$ cat src/rtl/dram_tx_streamer_pkg.sv
// dram_tx_streamer_pkg: FSM encoding and frame-map constants shared by both ends of the DRAM frame path.
package dram_tx_streamer_pkg;
  typedef enum logic [2:0] {IDLE, RD_WAIT, LOAD, TX_WAIT, DONE} state_t;
  localparam int FRAME_BYTES = 16384;
  localparam int FRAME_START = 0;
endpackage

$ cat src/rtl/dram_tx_streamer.sv
// dram_tx_streamer: reads a finished frame out of DRAM byte by byte and hands each byte to the UART transmitter.
module dram_tx_streamer
  import dram_tx_streamer_pkg::*;
#(
  parameter int ADDR_W     = 18,
  parameter int DATA_W     = 8,
  parameter int START_ADDR = FRAME_START,
  parameter int IMG_BYTES  = FRAME_BYTES,
  parameter int RD_LAT     = 1
) (
  input  logic              clk,
  input  logic              rst,
  input  logic              start,
  input  logic              tx_done,
  input  logic [DATA_W-1:0] dm_data,
  output logic [ADDR_W-1:0] dm_addr,
  output logic [DATA_W-1:0] tx_data,
  output logic              tx_start,
  output logic              busy,
  output logic              tx_finish
);
  localparam int CNT_W  = $clog2(IMG_BYTES) + 1;
  localparam int WAIT_W = $clog2(RD_LAT + 1);

  if (IMG_BYTES < 1 || RD_LAT < 1) begin : g_bad_param
    $error("IMG_BYTES and RD_LAT must both be at least 1");
  end
  if (longint'(START_ADDR) + longint'(IMG_BYTES) > (longint'(1) << ADDR_W)) begin : g_bad_map
    $error("frame extends past the top of the DRAM address space");
  end

  state_t            state_q, state_d;
  logic [CNT_W-1:0]  cnt_q, cnt_d;
  logic [WAIT_W-1:0] wait_q, wait_d;
  logic [ADDR_W-1:0] addr_q, addr_d;
  logic [DATA_W-1:0] data_q, data_d;
  logic              start_q, start_d;
  logic              busy_q, busy_d;
  logic              fin_q, fin_d;

  always_ff @(posedge clk or negedge rst) begin
    if (!rst) begin
      state_q <= IDLE;
      cnt_q   <= '0;
      wait_q  <= '0;
      addr_q  <= ADDR_W'(START_ADDR);
      data_q  <= '0;
      start_q <= 1'b0;
      busy_q  <= 1'b0;
      fin_q   <= 1'b0;
    end else begin
      state_q <= state_d;
      cnt_q   <= cnt_d;
      wait_q  <= wait_d;
      addr_q  <= addr_d;
      data_q  <= data_d;
      start_q <= start_d;
      busy_q  <= busy_d;
      fin_q   <= fin_d;
    end
  end

  always_comb begin
    state_d = state_q;
    cnt_d   = cnt_q;
    wait_d  = wait_q;
    addr_d  = addr_q;
    data_d  = data_q;
    start_d = 1'b0;
    busy_d  = busy_q;
    fin_d   = fin_q;
    case (state_q)
      IDLE, DONE: begin
        if (start) begin
          state_d = RD_WAIT;
          addr_d  = ADDR_W'(START_ADDR);
          cnt_d   = '0;
          wait_d  = WAIT_W'(RD_LAT);
          busy_d  = 1'b1;
          fin_d   = 1'b0;
        end
      end
      RD_WAIT: begin
        wait_d  = wait_q - 1'b1;
        state_d = (wait_q == WAIT_W'(1)) ? LOAD : RD_WAIT;
      end
      LOAD: begin
        data_d  = dm_data;
        start_d = 1'b1;
        state_d = TX_WAIT;
      end
      TX_WAIT: begin
        // a tx_done landing in the tx_start cycle belongs to the previous byte
        if (tx_done && !start_q) begin
          if (cnt_q == CNT_W'(IMG_BYTES - 1)) begin
            state_d = DONE;
            busy_d  = 1'b0;
            fin_d   = 1'b1;
          end else begin
            cnt_d   = cnt_q + 1'b1;
            addr_d  = addr_q + 1'b1;
            wait_d  = WAIT_W'(RD_LAT);
            state_d = RD_WAIT;
          end
        end
      end
      default: state_d = IDLE;
    endcase
  end

  assign dm_addr   = addr_q;
  assign tx_data   = data_q;
  assign tx_start  = start_q;
  assign busy      = busy_q;
  assign tx_finish = fin_q;
endmodule

$ cat config.mk
export PLATFORM = sky130hd
export DESIGN_NAME = dram_tx_streamer
export DESIGN_NICKNAME = d
export VERILOG_FILES = /design/src/rtl/dram_tx_streamer_pkg.sv /design/src/rtl/dram_tx_streamer.sv
export SDC_FILE = /design/constraint.sdc
export NUM_CORES = 1
export LEC_CHECK = 0
export BUFFER_PORTS_ARGS = -buffer_cell sky130_fd_sc_hd__buf_2
export CORE_MARGIN = 8
export CORE_UTILIZATION = 45
export DETAILED_ROUTE_END_ITERATION = 10
export PLACE_DENSITY_LB_ADDON = 0.2
export SETUP_SLACK_MARGIN = 0.2
export SLEW_MARGIN = 20
export SYNTH_ARGS = -nofsm -noshare
export SYNTH_HDL_FRONTEND = slang
export SYNTH_SLANG_ARGS = --single-unit
$ cat constraint.sdc
create_clock -name clk -period 2.95 [get_ports clk]
set_input_delay 0.4425 -clock clk [delete_from_list [all_inputs] [get_ports clk]]
set_output_delay 0.4425 -clock clk [all_outputs]
set_load 0.05 [all_outputs]
# After elaboration in Yosys (flattened, before gate mapping)
# Cells that the tools add are included.
op_classes:
  eq_ne: 9
  muxes: 25
  reduce_logical: 10
  n_addsub: 3
ops:
  columns: ["op", "n"]
  rows:
  - ["$mux W18", 3]
  - ["$mux W15", 3]
  - ["$pmux W18 S2", 1]
  - ["$pmux W15 S2", 1]
  - ["$add A18 B1 Y18 const B", 1]
  - ["$add A15 B1 Y15 const B", 1]
  - ["$eq A15 B14 Y1 const B", 1]
  - ["$pmux W3 S4", 1]
  - ["$reduce_and A4 Y1", 3]
  - ["$mux W1", 9]
  - ["$mux W3", 3]
  - ["$ne A2 B2 Y1 const B", 4]
  - ["$eq A3 B2 Y1 const B", 2]
  - ["$pmux W1 S2", 2]
  - ["$eq A3 B1 Y1 const B", 1]
  - ["$eq A3 B3 Y1 const B", 1]
  - ["$logic_not A3 Y1", 1]
  - ["$pmux W1 S3", 1]
  - ["$reduce_bool A3 Y1", 1]
  - ["$mux W2", 1]
  - ["$reduce_and A2 Y1", 1]
  - ["$reduce_bool A2 Y1", 1]
  - ["$reduce_or A2 Y1", 1]
  - ["$logic_and A1 B1 Y1", 1]
  - ["2 further kinds", 2]
totals:
  inputBits: 12
  register_bits: 48
  output_inout_bits: 29
  word_cells: 55

# Longest topological paths before layout
# Gate-level depths: netlist of the first run.
logic_depth:
  word_depth: 4
  depth_mapped: 8
  mapped_depth_nobuf: 6

# Worst setup path before layout of the first run
# Ideal clock, no wire load.
synth_path:
  kind: "register -> register"
  start: "register addr_q[0] (netlist: dm_addr[0])"
  end: "register addr_q[12] (netlist: dm_addr[12])"
  required_time_ns: 2.804
  period_less_slack_ns: 1.944
  path_buffers: 0
  setup_slack_ns: 1.006
  arrival_ns: 1.799
  path_stages_with_launch: 7
  path_cell_list: "dfrtp_1 -> ha_1 -> nand3_1 -> nor3_1 -> a211oi_1 -> o21ai_2 -> o31ai_1"
synth_via:
  elab_chain_cells: 4
synth_lines:
  columns: ["item", "line_no", "source"]
  rows:
  - ["from (decl)", "dram_tx_streamer.sv:35", "logic [ADDR_W-1:0] addr_q, addr_d;"]
  - ["from (signal assigned)", "dram_tx_streamer.sv:46", "addr_q <= ADDR_W'(START_ADDR);"]
  - ["from (signal assigned)", "dram_tx_streamer.sv:55", "addr_q <= addr_d;"]
  - ["$add A18 B1 Y18", "dram_tx_streamer.sv:101", "addr_d = addr_q + 1'b1;"]
  - ["$mux W18", "dram_tx_streamer.sv:95", "if (cnt_q == CNT_W'(IMG_BYTES - 1)) begin"]
  - ["$mux W18", "dram_tx_streamer.sv:94", "if (tx_done && !start_q) begin"]
  - ["$pmux W18 S2", "dram_tx_streamer.sv:72", "case (state_q)"]
# Every way passes these cells. The select of a mux whose other input is x is not followed.
# A chain may end at the register's enable or synchronous reset.

# Worst setup path after layout of the first run
layout_path:
  start: "register cnt_q[0]"
  end: "register addr_q[14] (netlist: dm_addr[14])"
layout_via:
  elab_chain_cells: 3
layout_lines:
  columns: ["item", "line_no", "source"]
  rows:
  - ["from (decl)", "dram_tx_streamer.sv:33", "logic [CNT_W-1:0] cnt_q, cnt_d;"]
  - ["from (signal assigned)", "dram_tx_streamer.sv:53", "cnt_q <= cnt_d;"]
  - ["$eq A15 B14 Y1", "dram_tx_streamer.sv:95", null]
  - ["$ne A2 B2 Y1 (no source line)", null, null]
  - ["$reduce_and A4 Y1 (no source line)", null, null]
# Every way passes these cells.

==> results of run 1 <==
## synthesized netlist by cell type, drive strengths merged, types with 3 or more instances
library cell  count  area, um2
nand2            29      111.4
nor2             15      72.57
buf              10      77.57
and2              4      25.02
o21ai            33      206.5
nand3            13      70.07
a21o              3      22.52
inv               7      26.28
a41oi             3      26.28
and4              4      35.03
and3              5      31.28
nor3              6      40.04
o31ai             7      52.55
mux2              8      90.09
a31oi             6      37.54
nand4             7      58.81
or3               5      31.28
a21oi            18      93.84
dfrtp            48       1201
## final timing paths
| path | to | slack (ns) |
|---|---|---|
| worst max register to register | dm_addr[14]$_DFFE_PN0P_ | 0.89 |
| worst min register to register | cnt_q[14]$_DFFE_PN0P_ | 0.50 |
| worst max-delay path | dm_addr[14]$_DFFE_PN0P_ | 0.89 |
| min in group clk | tx_data[1]$_DFFE_PN0N_ | 0.37 |
| max in group asynchronous | tx_start$_DFF_PN0_ | 2.14 |
| worst min-delay path | cnt_q[7]$_DFFE_PN0P_ | 0.20 |
## stage by stage
step / setup WS (ns) / hold slack [ns] / instances / util, % / instance area, um2
after global placement: 0.9517 / 0.4687 / 364 / 51.23 / 2804
after CTS: 0.8743 / 0.2202 / 372 / 52.93 / 2897
after floorplan: 1.006 / 0.1469 / 258 / - / 2541
after global routing: 0.7414 / 0.2586 / 372 / 52.93 / 2897
after detailed placement: 0.9048 / 0.4741 / 364 / 51.23 / 2804
final: 0.8898 / 0.1960 / 372 / 52.93 / 2897
## flip-flops by register name (all words and copies together) (netlist names)
signal and flops:
dm_addr 18, cnt_q 15, tx_data 8, state_q 3
busy 1, tx_finish 1, tx_start 1, wait_q 1
## worst max-delay path, cell delays in order (launching register included)
cell,delay [ns]
dfrtp_1,0.42
ha_1,0.25
and4_1,0.25
nand4_4,0.15
nand3_2,0.36
or3_1,0.47
o21ai_0,0.07
## area by class of cell
| class | count | area (um2) | area share [%] |
|---|---|---|---|
| Inverter | 7 | 26.28 | 0.9071 |
| Multi-Input combinational cell | 191 | 1229 | 42.42 |
| Sequential cell | 48 | 1201 | 41.47 |
| Clock inverter | 2 | 10.01 | 0.3456 |
| Clock buffer | 6 | 82.58 | 2.851 |
| Tap cell | 72 | 90.09 | 3.110 |
| Timing Repair Buffer | 46 | 257.7 | 8.898 |
## cells by family (layout without fill, tap and decap cells)
group           Yosys count  in the layout  share of synthesized area (%)
xor+xnor                  1              1                         0.3447
simple gates             96             96                          21.27
mux                       9              9                          3.939
buf+inv                  19             61                          4.382
compound gates           83             83                          21.81
fa+ha+maj                 2              2                         0.9846
flops                    48             48                          47.27
## metal layers
metal  vias to the layer above  part of all wire, %  GRT usage [%]
met5                         -                    0              0
met4                         0                  1.3          4.911
met3                         7                  5.9          3.539
met2                        49                   42          19.95
met1                      1019                   50          18.61
li1                       1039                    -              -
## power by group
group          internal, W  total (W)  switching, W  leakage, nW
registers         0.000779   0.000892      0.000113        0.633
clock network     0.000187   0.000403      0.000216       0.0510
logic             0.000351    0.00108      0.000734        0.595
total              0.00132    0.00238       0.00106         1.28
==> results.yml, run 1 <==
drt:
  drt_pass1_iterations: 4
  drc: 0
  antenna_left: 0
  wl_per_cell_um: 15.02
  avgViaCountPerCell: 5.683
  drtIter0Drc: 113
  vias: 2114
  postRouteWirelength_mm: 5.588
grt:
  grt_antenna_before_repair: 0
  grt.overflow.total: 0
  grt_pass1_wl_mm: 9.418
  grt_max_degree: 34
  track_usage_pct: 13.54
  grt_pass1_vias: 1929
power:
  power_density_mw_per_mm2: 821.5
  p_leak_nw: 1.279
  power.total_w: 0.002380
  irDropWorstVdd_v: 0.0006126
finish:
  fin_nets: 313
  synthToLayoutAreaGrowth_pct: 13.98
  layout-drive-gt1-share_pct: 26.67
  final_cell_mix: "dfrtp_1, buf_2, nand2_1, a21oi_1, nor2_1"
  num_antenna_cells: 0
  final_common_cell: "dfrtp_1"
  layout.filler_cells: 529
floorplanning:
  die_w_um: 91.15
  core_area_mm2: 0.005473
  fp.dieArea_mm2: 0.008307
  io_pins: 41
  fp.dieH_um: 91.15
  start_util_pct: 46.43
  row_count: 27
timing:
  slew_viol_final: 0
  fin_crit_sh_pct: 69.84
  tightest_slew_ns: 0.7295
  skew_ns: 0.009723
  max_freq_ghz: 0.4854
  fin_setup_tns_ns: 0
  slew_headroom_pct: 51.37
  hold_viol_final: 0
  setup_violations: 0
  period_needed_ns: 2.060
  rsz0062_at_grt: "false"
critical_path:
  cp_data_required_time_ns: 3.17
  worstPathArrival_ns: 2.28
  crit_type: "reg2reg"
  critPathCaptureType: "register"
  startpoint: "cnt_q[0]$_DFFE_PN0P_"
  r2r_cells: 6
  crit_fanout: 19
  r2r_start: "cnt_q[0]$_DFFE_PN0P_"
  start_kind: "register"
synthesis:
  synth_ff_type: "dfrtp_1"
  ys_seq_elements: 48
  syn_avg_cell_area_um2: 9.850
  yosysWarnings: 0
  syn_area_mm2: 0.002541
  postSynthCellCount: 258
  synth-edff-count: 0
  synthDistinctLibCells: 51
  syn_nets: 272
  ys_seq_area_share_pct: 47.27
  async_reset_ff_share_pct: 100.0
outcome:
  status: "finished clean"
clock_tree:
  numCtsBuffers: 5
  path_clk_slew_ns: 0.09
  cts_buffer_depth: 2
  cts_resized: 0
  clock_sinks: 48
  clk-insertion-delay-late_ns: 0.30
  cts_setup_buffers: 0
  cts_hold_buf: 0
  cts_tree: "done"
  htreeDepth: 2
  root_buffer: "clkbuf_8"
run:
  maxCapViolCount: 0
placed_design:
  place_hpwl_mm: 3.960
  gp_congestion: 0.8169
  numPortBuffers: 40
hold_path:
  worstHoldPathType: "in2async"
No activity file was read; power rests on OpenSTA's default activity.
==> run 2: changes to the inputs <==
--- a/config.mk
+++ b/config.mk
@@ -5,6 +5,7 @@
 export SDC_FILE = /design/constraint.sdc
 export NUM_CORES = 1
 export LEC_CHECK = 0
+export ABC_AREA = 1
 export BUFFER_PORTS_ARGS = -buffer_cell sky130_fd_sc_hd__buf_2
 export CORE_MARGIN = 8
 export CORE_UTILIZATION = 45
==> constraint.sdc (replaced) <==
create_clock -name clk -period 1.9 [get_ports clk]
set_input_delay 0.285 -clock clk [delete_from_list [all_inputs] [get_ports clk]]
set_output_delay 0.285 -clock clk [all_outputs]
set_load 0.05 [all_outputs]
==> run 2 against run 1 <==
Net effect:
- register-to-register slack worse by 0.61 ns
- design area up 18%
- routed wire length up 20%
- synthesized cell count up 50%
- cell count up 42%
- utilization up 4.7 points
- sequential cell count unchanged
- setup slack worse by 0.61 ns
- via count up 25%
==> results.yml, run 2 <==
outcome:
  status: "finished clean"
critical_path:
  crit_type: "reg2reg"
  crit_fanout: 8
  r2r_cells: 11
  critPathCaptureType: "register"
  cp_data_required_time_ns: 2.08
  crit_chain: "inv_2, nand2_1, nor2_2, clkinv_1, nand2_2, nor2_4, nand2_8, buf_6, buf_4, nand2_1, o21ai_1"
  r2r_start: "state_q[1]$_DFFE_PN0P_"
  start_kind: "register"
  reg2reg_to: "dm_addr[11]$_DFFE_PN0P_"
  cp_slowest_cell: "dfrtp_2"
  max_stage_delay_ns: 0.43
  worstPathArrival_ns: 1.81
  crit_cells: 11
  r2r_slack_ns: 0.28
  startpoint: "state_q[1]$_DFFE_PN0P_"
  cpMostUsedCell: "nand2_1"
  path_delay_family: "simple AND/OR/NAND/NOR gates"
  cp_num_buf_inv: 4
floorplanning:
  core_area_mm2: 0.005921
  fp.dieArea_mm2: 0.008882
  io_pins: 41
  fp.dieH_um: 94.25
  die_w_um: 94.25
  start_util_pct: 46.53
  row_count: 28
synthesis:
  synth_area_leader_cell: "dfrtp_1"
  ys_seq_elements: 48
  synth-edff-count: 0
  postSynthCellCount: 388
  yosys-top-cells-count: "nand2_1, dfrtp_1, nor2_1"
  syn_nets: 402
  synth_ff_type: "dfrtp_1"
  yosysWarnings: 0
  syn_avg_cell_area_um2: 7.101
  synthDistinctLibCells: 26
  syn_area_mm2: 0.002755
  ys_seq_area_share_pct: 43.60
  async_reset_ff_share_pct: 100.0
  synth_area_leaders: "dfrtp_1, nand2_1, nand3_1"
  netlist.area_leader.share_pct: 43.60
  synth_most_common_cell: "nand2_1"
finish:
  largest_reg_flops: 18
  num_antenna_cells: 0
  fin_nets: 467
  layout-drive-gt1-share_pct: 24.23
  final_cell_mix: "nand2_1, dfrtp_1, buf_2, nand3_1, nor2_1"
  synthToLayoutAreaGrowth_pct: 23.84
  final_common_cell: "nand2_1"
timing:
  fin_crit_sh_pct: 85.31
  period_needed_ns: 1.621
  skew_ns: 0.009891
  hold_viol_final: 0
  slew_viol_final: 0
  slew_headroom_pct: 60.60
  fin_setup_tns_ns: 0
  layout_setup_ws_ns: 0.2791
  holdWs_ns: 0.1715
  max_freq_ghz: 0.6169
  setup_violations: 0
  rsz0062_at_grt: "true"
  tightest_slew_ns: 0.5879
hold_path:
  worstHoldPathType: "in2reg"
  hold_depth: 3
  hold_start: "dm_data[1]"
  hold-path-endpoint: "tx_data[1]$_DFFE_PN0N_"
power:
  power.total_w: 0.004506
  p_leak_nw: 1.707
  irDropWorstVdd_v: 0.0008687
  power_density_mw_per_mm2: 1321
grt:
  grt_pass1_vias: 2591
  grt_antenna_before_repair: 0
  grt_max_degree: 32
  track_usage_pct: 15.86
  grt.overflow.total: 0
  grt_pass1_wl_mm: 11.60
placed_design:
  place_hpwl_mm: 4.864
  numPortBuffers: 40
  gp_congestion: 0.8625
  pre_cts_ws_ns: 0.07618
drt:
  postRouteWirelength_mm: 6.711
  wl_per_cell_um: 12.69
  antenna_left: 0
  avgViaCountPerCell: 5.008
  drt_pass1_iterations: 4
  drtIter0Drc: 132
  vias: 2649
  drc: 0
clock_tree:
  cts_tree: "done"
  htreeDepth: 2
  clk-insertion-delay-late_ns: 0.31
  numCtsBuffers: 5
  cts_buffer_depth: 2
  clock_sinks: 48
  root_buffer: "clkbuf_8"
  path_clk_slew_ns: 0.10
run:
  maxCapViolCount: 0
==> run 2: cell types whose count changed after synthesis, moves of 8 or more <==
cell,before,now
nand2_1,28,151
nor2_1,14,41
nand3_1,12,38
inv_1,7,25
a21oi_1,17,2
mux2_2,8,0
o21ai_2,8,0
==> run 2: kinds of logic (layout without fill, tap and decap cells) <==
kind of cell	count (synthesis)	in the layout	share of synthesized area (%)
simple gates	259	259	40.37
flops	48	48	43.60
buf+inv	41	107	6.903
compound gates	31	31	5.995
xor+xnor	7	7	2.225
fa+ha+maj	2	2	0.9081
==> run 2: cell type report <==
class                      count  area (um2)
multi-input combinational    299        1415
clock inverter                 3       42.54
tap                           75       93.84
inverter                      33       123.9
fill                         576        2509
sequential                    48        1209
clock buffer                   5       68.82
timing repair buffer          66       459.2
==> run 2: power breakdown <==
group | switching, W | leakage (nW) | internal [W]
clock | 0.000372 | 0.0541 | 0.000390
sequential | 0.000165 | 0.634 | 0.00122
combinational | 0.00149 | 1.02 | 0.000869
==> run 2: worst max path at each step <==
| stage | to | slack (ns) |
|---|---|---|
| final | dm_addr[11]$_DFFE_PN0P_ | 0.28 |
| after global routing | dm_addr[16]$_DFFE_PN0P_ | 0.18 |
| after CTS | dm_addr[11]$_DFFE_PN0P_ | 0.22 |
| after detailed placement | cnt_q[5]$_DFFE_PN0P_ | 0.08 |
| after global placement | dm_addr[10]$_DFFE_PN0P_ | 0.17 |
| after floorplan | dm_addr[16]$_DFFE_PN0P_ | 0.22 |
==> run 2: routing by layer <==
metal	global-route usage, %	vias up	routed length, um
met2	25.96	53	3214
met3	4.476	6	328
met4	4.624	0	60
met1	19.73	1223	3107
li1	-	1367	-
met5	0	-	0
==> run 2: metrics by stage <==
step / cells / instance area, um2 / util (%)
2_1_floorplan: 388 / 2758 / -
3_3_place_gp: 506 / 3093 / 52.24
3_5_place_dp: 506 / 3093 / 52.24
4_1_cts: 521 / 3303 / 55.79
5_1_grt: 529 / 3412 / 57.63
6_report: 529 / 3412 / 57.63
==> run 2: worst reg2reg max path, delay by kind of cell, from the launching register on <==
| family | cells | cell delay [ns] |
|---|---|---|
| compound gates | 1 | 0.06 |
| buf+inv | 4 | 0.36 |
| simple gates | 6 | 0.63 |
| flops | 1 | 0.43 |
==> run 2: repair_timing <==
| item | in CTS | in global routing |
|---|---|---|
| hold endpoints to repair | 17 | 0 |
| setup buffers | 5 | 8 |
| hold buffers | 1 | 0 |
| pin swaps | 2 | 4 |
| resized for setup | 3 | 15 |
| setup endpoints to repair | 25 | 24 |
| gates cloned | 1 | 0 |
==> run 3: changes to the inputs <==
==> constraint.sdc (replaced) <==
create_clock -name clk -period 2 [get_ports clk]
set_input_delay 0.3 -clock clk [delete_from_list [all_inputs] [get_ports clk]]
set_output_delay 0.3 -clock clk [all_outputs]
set_load 0.05 [all_outputs]
==> run 3 against run 2 <==
Net effect:
- clock power fell by 2%
- sequential share of layout area rose by 1.2 points
- clock skew rose by 0.0040 ns
- hold slack improved by 0.016 ns
- utilization fell by 2.1 points
- total power fell by 11%
- critical path type unchanged
- highest routed layer unchanged
==> results.yml, run 3 (synthesized netlist as in run 2, its figures left out) <==
finish:
  layout-drive-gt1-share_pct: 20.63
  largest_reg_flops: 18
  fin_nets: 454
  final_common_cell: "nand2_1"
  num_antenna_cells: 0
  final_cell_mix: "nand2_1, dfrtp_1, nor2_1, buf_2, nand3_1"
  synthToLayoutAreaGrowth_pct: 19.35
  final_area_mm2: 0.003288
  layout.filler_cells: 553
critical_path:
  cp_num_buf_inv: 1
  crit_fanout: 11
  worstPathArrival_ns: 1.88
  crit_chain: "ha_2, nand2_1, nor2_2, nand2_2, nor2_4, nand2_2, nand2_8, buf_6, nand2_1, o21ai_1"
  cp_slowest_cell: "dfrtp_2"
  r2r_slack_ns: 0.34
  max_stage_delay_ns: 0.37
  critPathCaptureType: "register"
  path_delay_family: "simple AND/OR/NAND/NOR gates"
  cp_data_required_time_ns: 2.22
  start_kind: "register"
  crit_type: "reg2reg"
drt:
  vias: 2593
  drc: 0
  postRouteWirelength_mm: 6.538
  drtIter0Drc: 212
  wl_per_cell_um: 12.67
  antenna_left: 0
  avgViaCountPerCell: 5.025
  drt_pass1_iterations: 4
timing:
  holdWs_ns: 0.1873
  skew_ns: 0.01390
  rsz0062_at_grt: "true"
  setup_violations: 0
  fin_crit_sh_pct: 82.97
  slew_headroom_pct: 59.71
  period_needed_ns: 1.659
  fin_setup_tns_ns: 0
  max_freq_ghz: 0.6026
  slew_viol_final: 0
  hold_viol_final: 0
  tightest_slew_ns: 0.6011
floorplanning:
  start_util_pct: 46.53
  fp.dieArea_mm2: 0.008882
  core_area_mm2: 0.005921
  die_w_um: 94.25
  io_pins: 41
  row_count: 28
  fp.dieH_um: 94.25
placed_design:
  postPlaceCellArea_mm2: 0.003070
  numPortBuffers: 40
  gp_congestion: 0.8608
  place_hpwl_mm: 4.649
power:
  irDropWorstVdd_v: 0.0009727
  switching_power_w: 0.001864
  power_density_mw_per_mm2: 1226
  clkPwrFrac_pct: 18.6
  share_comb_of_total_power_pct: 48.9
  switching_share_pct: 46.22
  pwr-share-seq_pct: 32.5
  p_int_w: 0.002169
  p_leak_nw: 1.638
clock_tree:
  cts_tree: "done"
  clock_sinks: 48
  path_clk_slew_ns: 0.09
  htreeDepth: 2
  root_buffer: "clkbuf_8"
  clk-insertion-delay-late_ns: 0.31
  cts_buffer_depth: 2
  numCtsBuffers: 5
hold_path:
  worstHoldPathType: "in2reg"
grt:
  grt_pass1_vias: 2392
  grt.overflow.total: 0
  grt_max_degree: 49
  grt_antenna_before_repair: 0
  grt_pass1_wl_mm: 11.11
  track_usage_pct: 15.43
run:
  maxCapViolCount: 0
outcome:
  status: "finished clean"
run 3: repair_timing:
item,in CTS,in global routing
buffers inserted,2,1
resized for setup,3,6
setup endpoints to repair,25,29
endpoints found under the hold margin,48,0
pin swaps,0,1
hold buffers,1,0
cloned,0,1
run 3: metrics by stage:
step	setup slack (ns)	total power (W)	utilization, %	instances
6_report	0.3405	0.004033	55.54	516
4_1_cts	0.2132	0.003879	54.54	514
2_1_floorplan	0.3198	0.002679	-	388
3_3_place_gp	0.2345	0.003038	51.86	503
5_1_grt	0.1898	0.004309	55.54	516
3_5_place_dp	0.1287	0.003071	51.86	503
run 3: tightest hold or removal path: stages:
cell and delay (ns):
buf_2 0.07, nand2_1 0.04, nand2_1 0.05
run 3: worst paths after layout:
check	startpoint	end	depth (start not counted)
worst min-delay path	dm_data[5]	tx_data[5]$_DFFE_PN0N_	3
min in group asynchronous	rst	dm_addr[4]$_DFFE_PN0P_	3
worst max register to register	cnt_q[0]$_DFFE_PN0P_	cnt_q[12]$_DFFE_PN0P_	10
max in group asynchronous	rst	dm_addr[1]$_DFFE_PN0P_	3
worst min register to register	tx_data[3]$_DFFE_PN0N_	tx_data[3]$_DFFE_PN0N_	2
worst max-delay path	cnt_q[0]$_DFFE_PN0P_	cnt_q[12]$_DFFE_PN0P_	10
run 3: power by group through the flow:
stage	sequential (W)	clock (W)	combinational, W
2_1_floorplan	0.00172	0	0.000962
3_3_place_gp	0.00132	0	0.00171
3_5_place_dp	0.00133	0	0.00174
4_1_cts	0.00130	0.000771	0.00181
5_1_grt	0.00133	0.000807	0.00217
6_report	0.00131	0.000751	0.00197
run 3: final cells by class:
type,count,area (um2),area share [%]
Multi-Input combinational cell,299,1395,42.43
Inverter,33,126.4,3.843
Clock buffer,6,82.58,2.511
Clock inverter,2,38.79,1.180
Timing Repair Buffer,53,346.6,10.54
Sequential cell,48,1205,36.64
Tap cell,75,93.84,2.854
run 3: per-layer routing:
| metal | global-route usage (%) | wire length [um] | vias up |
|---|---|---|---|
| li1 | - | - | 1343 |
| met1 | 20.37 | 3025 | 1182 |
| met2 | 24.39 | 3073 | 61 |
| met3 | 3.197 | 357 | 7 |
| met4 | 5.152 | 81 | 0 |
| met5 | 0 | 0 | - |
